[src/rtl/i2c_cmd_sequencer.sv]
// Command sequencer in front of the I2C master: accepts read/write requests,
// drives the master's start/ready handshake, supplies write bytes and collects read bytes.
module i2c_cmd_sequencer #(
  parameter logic [6:0]  DEV_ADDR = 7'h40,
  parameter int unsigned MAX_SIZE = 4,
  parameter int unsigned RD_BYTES = 2,
  parameter int unsigned PERIOD_W = 24,
  parameter int unsigned TIMEOUT  = 1000000
) (
  input  logic                    clk,
  input  logic                    rst_n,
  input  logic                    req_read,
  input  logic                    req_write,
  input  logic [2:0]              req_size,
  input  logic [8*MAX_SIZE-1:0]   wr_data,
  input  logic                    auto_en,
  input  logic [PERIOD_W-1:0]     auto_period,
  output logic                    busy,
  output logic                    done,
  output logic                    err,
  output logic [8*RD_BYTES-1:0]   rd_buffer,
  output logic                    start,
  input  logic                    ready,
  input  logic                    i2c_busy,
  input  logic                    data_available,
  input  logic                    data_request,
  output logic                    data_valid,
  output logic                    read_nwrite,
  output logic [6:0]              addr,
  output logic [7:0]              data_i,
  input  logic [7:0]              data_o,
  output logic [2:0]              data_size
);

  localparam int unsigned WR_W = 8 * MAX_SIZE;
  localparam int unsigned RB_W = 8 * RD_BYTES;
  localparam int unsigned WD_W = $clog2(TIMEOUT + 1);

  typedef enum logic [1:0] {IDLE, START, XFER, DONE} state_t;

  state_t               state, state_n;
  logic                 start_n, busy_n, done_n, err_n, rnw_n;
  logic [2:0]           size_n;
  logic [WR_W-1:0]      wr_q, wr_n;
  logic [2:0]           idx_q, idx_n;
  logic [RB_W-1:0]      rd_buffer_n;
  logic [7:0]           data_i_n;
  logic [PERIOD_W-1:0]  cnt_q, cnt_n;
  logic [WD_W-1:0]      wd_q, wd_n;
  logic                 da_q, dr_q;

  logic da_rise, dr_rise, size_ok, auto_armed, auto_hit, any_req, rd_dir, wd_expired;
  logic unused;

  assign data_valid = 1'b1;
  assign addr       = DEV_ADDR;
  assign unused     = i2c_busy;

  // Master strobes are sampled on clk; only their rising edges matter.
  assign da_rise    = data_available & ~da_q;
  assign dr_rise    = data_request & ~dr_q;

  assign size_ok    = (req_size != 3'd0) && (req_size <= 3'(MAX_SIZE));
  assign auto_armed = auto_en && (auto_period != '0);
  assign auto_hit   = auto_armed && (cnt_q == auto_period - PERIOD_W'(1));
  assign any_req    = req_read | req_write | auto_hit;
  // Explicit requests beat the auto read; read beats write.
  assign rd_dir     = (req_read | req_write) ? req_read : 1'b1;
  assign wd_expired = ((state == START) || (state == XFER)) && (wd_q == WD_W'(TIMEOUT - 1));

  always_comb begin
    state_n     = state;
    start_n     = start;
    busy_n      = busy;
    done_n      = 1'b0;
    err_n       = err;
    rnw_n       = read_nwrite;
    size_n      = data_size;
    wr_n        = wr_q;
    idx_n       = idx_q;
    rd_buffer_n = rd_buffer;
    cnt_n       = '0;
    wd_n        = '0;
    data_i_n    = '0;

    case (state)
      IDLE: begin
        if (auto_armed && !auto_hit) cnt_n = cnt_q + PERIOD_W'(1);
        if (any_req) begin
          if (size_ok) begin
            state_n = START;
            start_n = 1'b1;
            busy_n  = 1'b1;
            err_n   = 1'b0;
            rnw_n   = rd_dir;
            size_n  = req_size;
            wr_n    = wr_data;
            idx_n   = 3'd0;
            cnt_n   = '0;
          end else begin
            err_n = 1'b1;
          end
        end
      end
      START: begin
        wd_n = wd_q + WD_W'(1);
        if (!ready) begin
          start_n = 1'b0;
          state_n = XFER;
        end
      end
      XFER: begin
        wd_n = wd_q + WD_W'(1);
        if (read_nwrite && da_rise) rd_buffer_n = RB_W'({rd_buffer, data_o});
        if (!read_nwrite && dr_rise && (idx_q < data_size - 3'd1)) idx_n = idx_q + 3'd1;
        if (ready) begin
          state_n = DONE;
          done_n  = 1'b1;
        end
      end
      DONE: begin
        state_n = IDLE;
        busy_n  = 1'b0;
        size_n  = 3'd0;
      end
      default: state_n = IDLE;
    endcase

    // Watchdog abort: back to IDLE with err, no done pulse, read bytes kept.
    if (wd_expired) begin
      state_n = IDLE;
      start_n = 1'b0;
      busy_n  = 1'b0;
      done_n  = 1'b0;
      err_n   = 1'b1;
      size_n  = 3'd0;
      wd_n    = '0;
    end

    for (int i = 0; i < int'(MAX_SIZE); i++) begin
      if (idx_n == 3'(i)) data_i_n = wr_n[8*i +: 8];
    end
  end

  always_ff @(posedge clk or negedge rst_n) begin
    if (!rst_n) begin
      state       <= IDLE;
      start       <= 1'b0;
      busy        <= 1'b0;
      done        <= 1'b0;
      err         <= 1'b0;
      read_nwrite <= 1'b0;
      data_size   <= 3'd0;
      wr_q        <= '0;
      idx_q       <= 3'd0;
      rd_buffer   <= '0;
      data_i      <= 8'd0;
      cnt_q       <= '0;
      wd_q        <= '0;
      da_q        <= 1'b0;
      dr_q        <= 1'b0;
    end else begin
      state       <= state_n;
      start       <= start_n;
      busy        <= busy_n;
      done        <= done_n;
      err         <= err_n;
      read_nwrite <= rnw_n;
      data_size   <= size_n;
      wr_q        <= wr_n;
      idx_q       <= idx_n;
      rd_buffer   <= rd_buffer_n;
      data_i      <= data_i_n;
      cnt_q       <= cnt_n;
      wd_q        <= wd_n;
      da_q        <= data_available;
      dr_q        <= data_request;
    end
  end

endmodule

[config.mk]
export PLATFORM = sky130hd
export DESIGN_NAME = i2c_cmd_sequencer
export DESIGN_NICKNAME = d
export VERILOG_FILES = /design/src/rtl/i2c_cmd_sequencer.sv
export SDC_FILE = /design/constraint.sdc
export NUM_CORES = 1
export LEC_CHECK = 0
export ABC_AREA = 1
export BUFFER_PORTS_ARGS = -buffer_cell sky130_fd_sc_hd__buf_2
export CORE_MARGIN = 1
export CORE_UTILIZATION = 50
export DETAILED_ROUTE_END_ITERATION = 10
export PLACE_DENSITY_LB_ADDON = 0.12
export SKIP_CTS_REPAIR_TIMING = 1
export SKIP_LAST_GASP = 1
export SLEW_MARGIN = 20
export SYNTH_ARGS = -nofsm -noshare
export SYNTH_HDL_FRONTEND = slang
export SYNTH_SLANG_ARGS = --single-unit
[constraint.sdc]
create_clock -name clk -period 4.64 [get_ports clk]
set_clock_uncertainty 0.2 [all_clocks]
set_input_delay 0.696 -clock clk [delete_from_list [all_inputs] [get_ports clk]]
set_output_delay 0.696 -clock clk [all_outputs]
set_load 0.02 [all_outputs]
==> results.yml, run 1 <==
placed_design:
  gp_congestion: 0.8859
  port_buffers: 106
  place_ws_ns: 0.7055
  dp_hpwl_mm: 10.54
clock_network:
  root_buffer: "clkbuf_16"
  h-tree-depth: 4
  clock-sinks: 115
  clock_path_buffers: 2
  clkTransAtPathRegs_ns: 0.05
  insertion_delay_ns: 0.41
  cts_tree: "done"
  cts_inserted_buffers: 17
sta:
  max_freq_ghz: 0.2865
  maxSlewHeadroom_pct: 43.27
  worstMarginPinSlew_ns: 0.8478
  finalSetupViolations: 0
  period_share_pct: 75.23
  slew_viol_final: 0
  layout_setup_ws_ns: 1.149
  fin_setup_tns_ns: 0
  fin_crit_ns: 3.491
  hold_viol_final: 0
  grt_setup_unrepaired: "false"
critical_path:
  critPathSlowestCell: "clkinv_2"
  max_stage_delay_ns: 0.48
  crit_chain: "buf_2 -> inv_1 -> ha_1 -> nand2_1 -> nor2_1 -> nand4_1 -> nand2_1 -> nand2_1 -> nand2_1 -> nor2_1 -> nand4_1 -> nand2_2 -> nand3_4 -> buf_4 -> clkinv_2 -> nand2_1 -> nand2_1 -> nand3_1 -> nand4_1"
  crit_type: "in -> reg"
  cp-end-kind: "flop"
  arrival_ns: 3.57
  cpMostUsedCell: "nand2_1"
  startpoint_type: "primary input"
  required_ns: 4.71
  critical_path.max_fanout: 36
synthesis:
  synth.distinct_cells: 44
  synth_top_area_cell: "dfrtp_1"
  synth_top_area_share_pct: 44.25
  synth.top_cells.by_area: "dfrtp_1 44%, nand2_1 15%, nor2_1 6.3%"
  synth_cells: 872
  postSynthAreaPerCell_sq_um: 7.458
  yosysWarnings: 0
  ys_seq_area_share_pct: 44.25
  synth-seq-cells: 115
  syn_area_sq_um: 6504
run:
  cap_violations: 0
floorplanning:
  dieArea_sq_um: 13470
  fp.dieW_um: 116.1
  rows: 41
  core_sq_um: 12670
  die_h_um: 116.1
  start_util_pct: 51.33
  top_level_ports: 116
global_routing:
  grt_max_degree: 63
  grt-ovfl-total: 0
  grt_use_total_pct: 23.36
  grt_pass1_wl_mm: 24.66
  grt_pass1_vias: 5424
  antenna_found_initial: 0
drt:
  vias_per_cell: 4.882
  route.detailed.drc: 0
  final_antenna_net_count: 0
  wl_per_cell_um: 12.42
  firstDrtPassIters: 5
  drt_iter0_drc: 256
  wl_mm: 14.51
  via_count: 5702
layout:
  final_util_pct: 61.47
  antenna_cells: 0
  nNetsFinal: 1071
  drive_gt1_share_pct: 17.27
  syn_to_final_growth_pct: 19.76
pwr:
  ir_worst_vdd_mv: 0.3015
  p_per_area_nw_per_um2: 544.8
  leakagePower_nw: 3.947
hold_path:
  worstHoldPathType: "in -> async"
status:
  status: "completed"
per-stage QoR:
step                area [sq um]  cells  hold slack (ns)  total power, mW
floorplan                   6526    878           0.2004            2.494
global placement            7141   1135           0.2531            2.850
detailed placement          7141   1135           0.2543            2.884
CTS                         7777   1167           0.1945            4.283
global route                7789   1168           0.2034            4.553
finish                      7789   1168           0.1639            4.244
layout by cell type, fill, tap and decap left out, types with 2 or more instances in the layout:
cell type and instances:
dfrtp_1 115, a31oi_1 2, a21oi_1 25, o21bai_1 3
clkbuf_8 2, conb_1 8, nor2_4 7, nand3_1 61
nand2_1 261, clkinvlp_4 2, nor4_1 7, ha_1 12
clkbuf_16 17, bufinv_16 4, o21a_1 2, inv_2 3
o21ai_1 2, clkinv_4 4, clkinv_2 3, nand4_1 22
a211oi_1 3, inv_1 100, xnor2_1 17, buf_4 5
nor3_1 18, buf_2 105, o21ai_0 29, nand2_2 7
nor2_1 110, nor2_2 5, nand3b_1 3, xor2_1 15
critical path: cells and delay by family:
kind          cells  cell delay [ns]
simple gates     14             1.61
fa+ha+maj         1             0.23
buf+inv           4             1.02
cell usage after synthesis:
cell	n
nand2_1	261
dfrtp_1	115
nor2_1	110
inv_1	100
nand3_1	61
o21ai_0	29
a21oi_1	25
nand4_1	22
nor3_1	18
xnor2_1	17
xor2_1	15
ha_1	12
buf_4	11
nand2_2	7
nor2_4	7
nor4_1	7
clkbuf_1	6
buf_2	5
nor2_2	5
a211oi_1	3
buf_6	3
inv_2	3
nand3b_1	3
o21bai_1	3
a31oi_1	2
conb_1	2
o21a_1	2
o21ai_1	2
a21o_1	1
a21oi_2	1
a221oi_1	1
a31o_2	1
and2_1	1
clkinv_2	1
nand3_2	1
nand3_4	1
nor3_2	1
nor3b_1	1
nor4_2	1
o211a_1	1
o211ai_1	1
o22ai_1	1
or2_2	1
or3_1	1
final timing paths:
check | startpoint | end | slack, ns | depth (start not counted)
max in group asynchronous | rst_n | wr_q[0] | 3.18 | 2
min in group clk | data_request | dr_q | 0.21 | 1
max reg2reg | cnt_q[16] | data_i[7] | 1.65 | 17
max | auto_period[1] | data_i[7] | 1.15 | 19
min | rst_n | rd_buffer[3] | 0.16 | 1
min reg2reg | wd_q[0] | wd_q[0] | 0.26 | 1
power by group:
| part | total, mW | internal (mW) | switching, mW | leakage, nW |
|---|---|---|---|---|
| registers | 1.41 | 1.29 | 0.124 | 1.49 |
| clock network | 1.38 | 0.927 | 0.458 | 0.306 |
| logic | 1.45 | 0.455 | 0.991 | 2.15 |
| total | 4.24 | 2.67 | 1.57 | 3.95 |
area by class of cell:
| class | count | area [sq um] |
|---|---|---|
| Clock inverter | 12 | 180.2 |
| Sequential cell | 115 | 2878 |
| Timing Repair Buffer | 111 | 574.3 |
| Tap cell | 172 | 215.2 |
| Inverter | 104 | 391.6 |
| Multi-Input combinational cell | 634 | 3093 |
| Clock buffer | 20 | 456.7 |
| Fill cell | 1211 | 4882 |
flip-flops by register name, summed over array words and instances (netlist names), 2 cells and up:
name       flops
idx_q          3
rd_buffer     16
data_size      3
wd_q          20
wr_q          32
state          2
cnt_q         24
data_i         8
kinds of logic (layout without fill, tap and decap cells):
group           Yosys count  count (layout)  synth area share (%)
compound gates           73              73                 6.310
xor+xnor                 32              32                 4.309
fa+ha+maj                12              12                 2.309
buf+inv                 129             247                 8.542
flops                   115             115                 44.25
other cells               2               8                0.1155
simple gates            509             509                 34.17
routing by layer:
layer	track usage, %	wire length, um	vias to the layer above
li1	-	-	2981
met3	4.236	418	19
met5	0	0	-
met4	7.692	203	0
met2	39.05	7061	111
met1	30.70	6823	2591
Note: power is estimated with default switching activity, not from simulation.
==> run 2: changes to the inputs <==
clock period = 3.63 ns   (was 4.64 ns; I/O delays follow)
==> results.yml, run 2 (synthesis results as in run 1) <==
critical_path:
  arrival_ns: 3.04
  reg2reg_slack_ns: 0.79
  cp-end-kind: "flop"
  crit_type: "in -> reg"
  critical_path.max_fanout: 8
  startpoint_type: "primary input"
  required_ns: 3.77
sta:
  hold_viol_final: 10
  whs_ns: -0.01522
  worstMarginPinSlew_ns: 0.6315
  max_freq_ghz: 0.3446
  fin_crit_ns: 2.902
  slew_viol_final: 0
  maxSlewHeadroom_pct: 57.90
  grt_setup_unrepaired: "false"
  period_share_pct: 79.94
  fin_setup_tns_ns: 0
  finalSetupViolations: 0
hold_path:
  worstHoldPathType: "in -> async"
clock_network:
  h-tree-depth: 4
  clock-sinks: 115
  cts_tree: "done"
  clock_path_buffers: 2
  root_buffer: "clkbuf_16"
  cts_inserted_buffers: 17
  insertion_delay_ns: 0.41
  clkTransAtPathRegs_ns: 0.05
layout:
  final_util_pct: 61.76
  nNetsFinal: 1074
  largest_reg_flops: 32
  mostFrequentLayoutCell: "nand2_1"
  top_register: "wr_q"
  layout_common_cells: "261 x nand2_1, 115 x dfrtp_1, 110 x nor2_1"
  syn_to_final_growth_pct: 20.32
  top_regs: "wr_q: 32 flops, cnt_q: 24 flops, wd_q: 20 flops"
  fill_cells: 1167
  drive_gt1_share_pct: 17.35
  design_area_sq_um: 7825
status:
  failed_checks: "negative hold slack"
  status: "finished, violations left"
floorplanning:
  top_level_ports: 116
  start_util_pct: 51.33
  die_h_um: 116.1
  dieArea_sq_um: 13470
  rows: 41
  fp.dieW_um: 116.1
  core_sq_um: 12670
placed_design:
  dp_hpwl_mm: 10.37
  port_buffers: 106
  dpl_cell_area_sq_um: 7196
  gp_congestion: 0.8718
pwr:
  leakagePower_nw: 3.964
  p_per_area_nw_per_um2: 702.6
  ir_worst_vdd_mv: 0.4137
global_routing:
  grt_max_degree: 116
  grt_use_total_pct: 23.14
  antenna_found_initial: 0
  grt-ovfl-total: 0
  grt_pass1_vias: 5290
  grt_pass1_wl_mm: 24.24
drt:
  vias_per_cell: 4.909
  wl_mm: 14.58
  via_count: 5748
  final_antenna_net_count: 0
  route.detailed.drc: 0
  drt_iter0_drc: 219
  firstDrtPassIters: 6
  wl_per_cell_um: 12.45
run:
  cap_violations: 0
## run 2: routing by layer
layer  vias up  global-route usage (%)  wire length, um
met5         -                       0                0
met4         0                   8.718              245
met3        22                   3.870              478
met2       120                   39.05             7138
met1      2625                   29.88             6720
li1       2981                       -                -
## run 2: area by class of cell
cell class	instances	area [sq um]	area share (%)
Antenna cell	2	5.005	0.06396
Clock buffer	21	470.5	6.012
Clock inverter	9	153.9	1.967
Inverter	104	391.6	5.005
Multi-Input combinational cell	634	3093	39.53
Sequential cell	115	2878	36.78
Tap cell	172	215.2	2.750
Timing Repair Buffer	114	618.1	7.899
## run 2: worst paths after layout
check / start / endpoint / cells after the start
setup / recovery: auto_period[1] / data_i[5] / 19
hold / removal: rst_n / rd_buffer[4] / 2
setup reg to reg: data_size[0] / data_i[5] / 14
hold reg to reg: wd_q[0] / wd_q[0] / 1
max in group asynchronous: rst_n / cnt_q[2] / 2
min in group clk: data_request / dr_q / 1
## run 2: where the power goes
group | internal, mW | switching, mW | total [mW]
registers | 1.65 | 0.158 | 1.81
logic | 0.645 | 1.29 | 1.93
clock network | 1.19 | 0.567 | 1.76
total | 3.49 | 2.01 | 5.50
## run 2: critical path, stage by stage
cell	delay [ns]
buf_2	0.09
inv_1	0.10
ha_1	0.23
nand2_2	0.12
nor2_1	0.16
nand2_1	0.15
nor2_1	0.12
nand2_1	0.06
nand2_1	0.07
nand2_1	0.05
nor2_1	0.17
nand4_1	0.18
nand2_2	0.14
nand2_2	0.10
nand2_1	0.10
nand2_2	0.12
nor2_4	0.28
nand3_1	0.13
nand4_1	0.12
## run 2: stage by stage
step                      worst slack [ns]  instances  power (mW)  hold slack, ns
final                               0.7283       1171       5.498        -0.01522
after global routing                0.3852       1169       5.882         0.04581
after CTS                           0.7217       1169       5.547         0.04721
after detailed placement            0.3103       1139       3.756          0.2595
after global placement              0.3768       1139       3.719          0.2486
after floorplan                     0.9199        878       3.188         0.04891
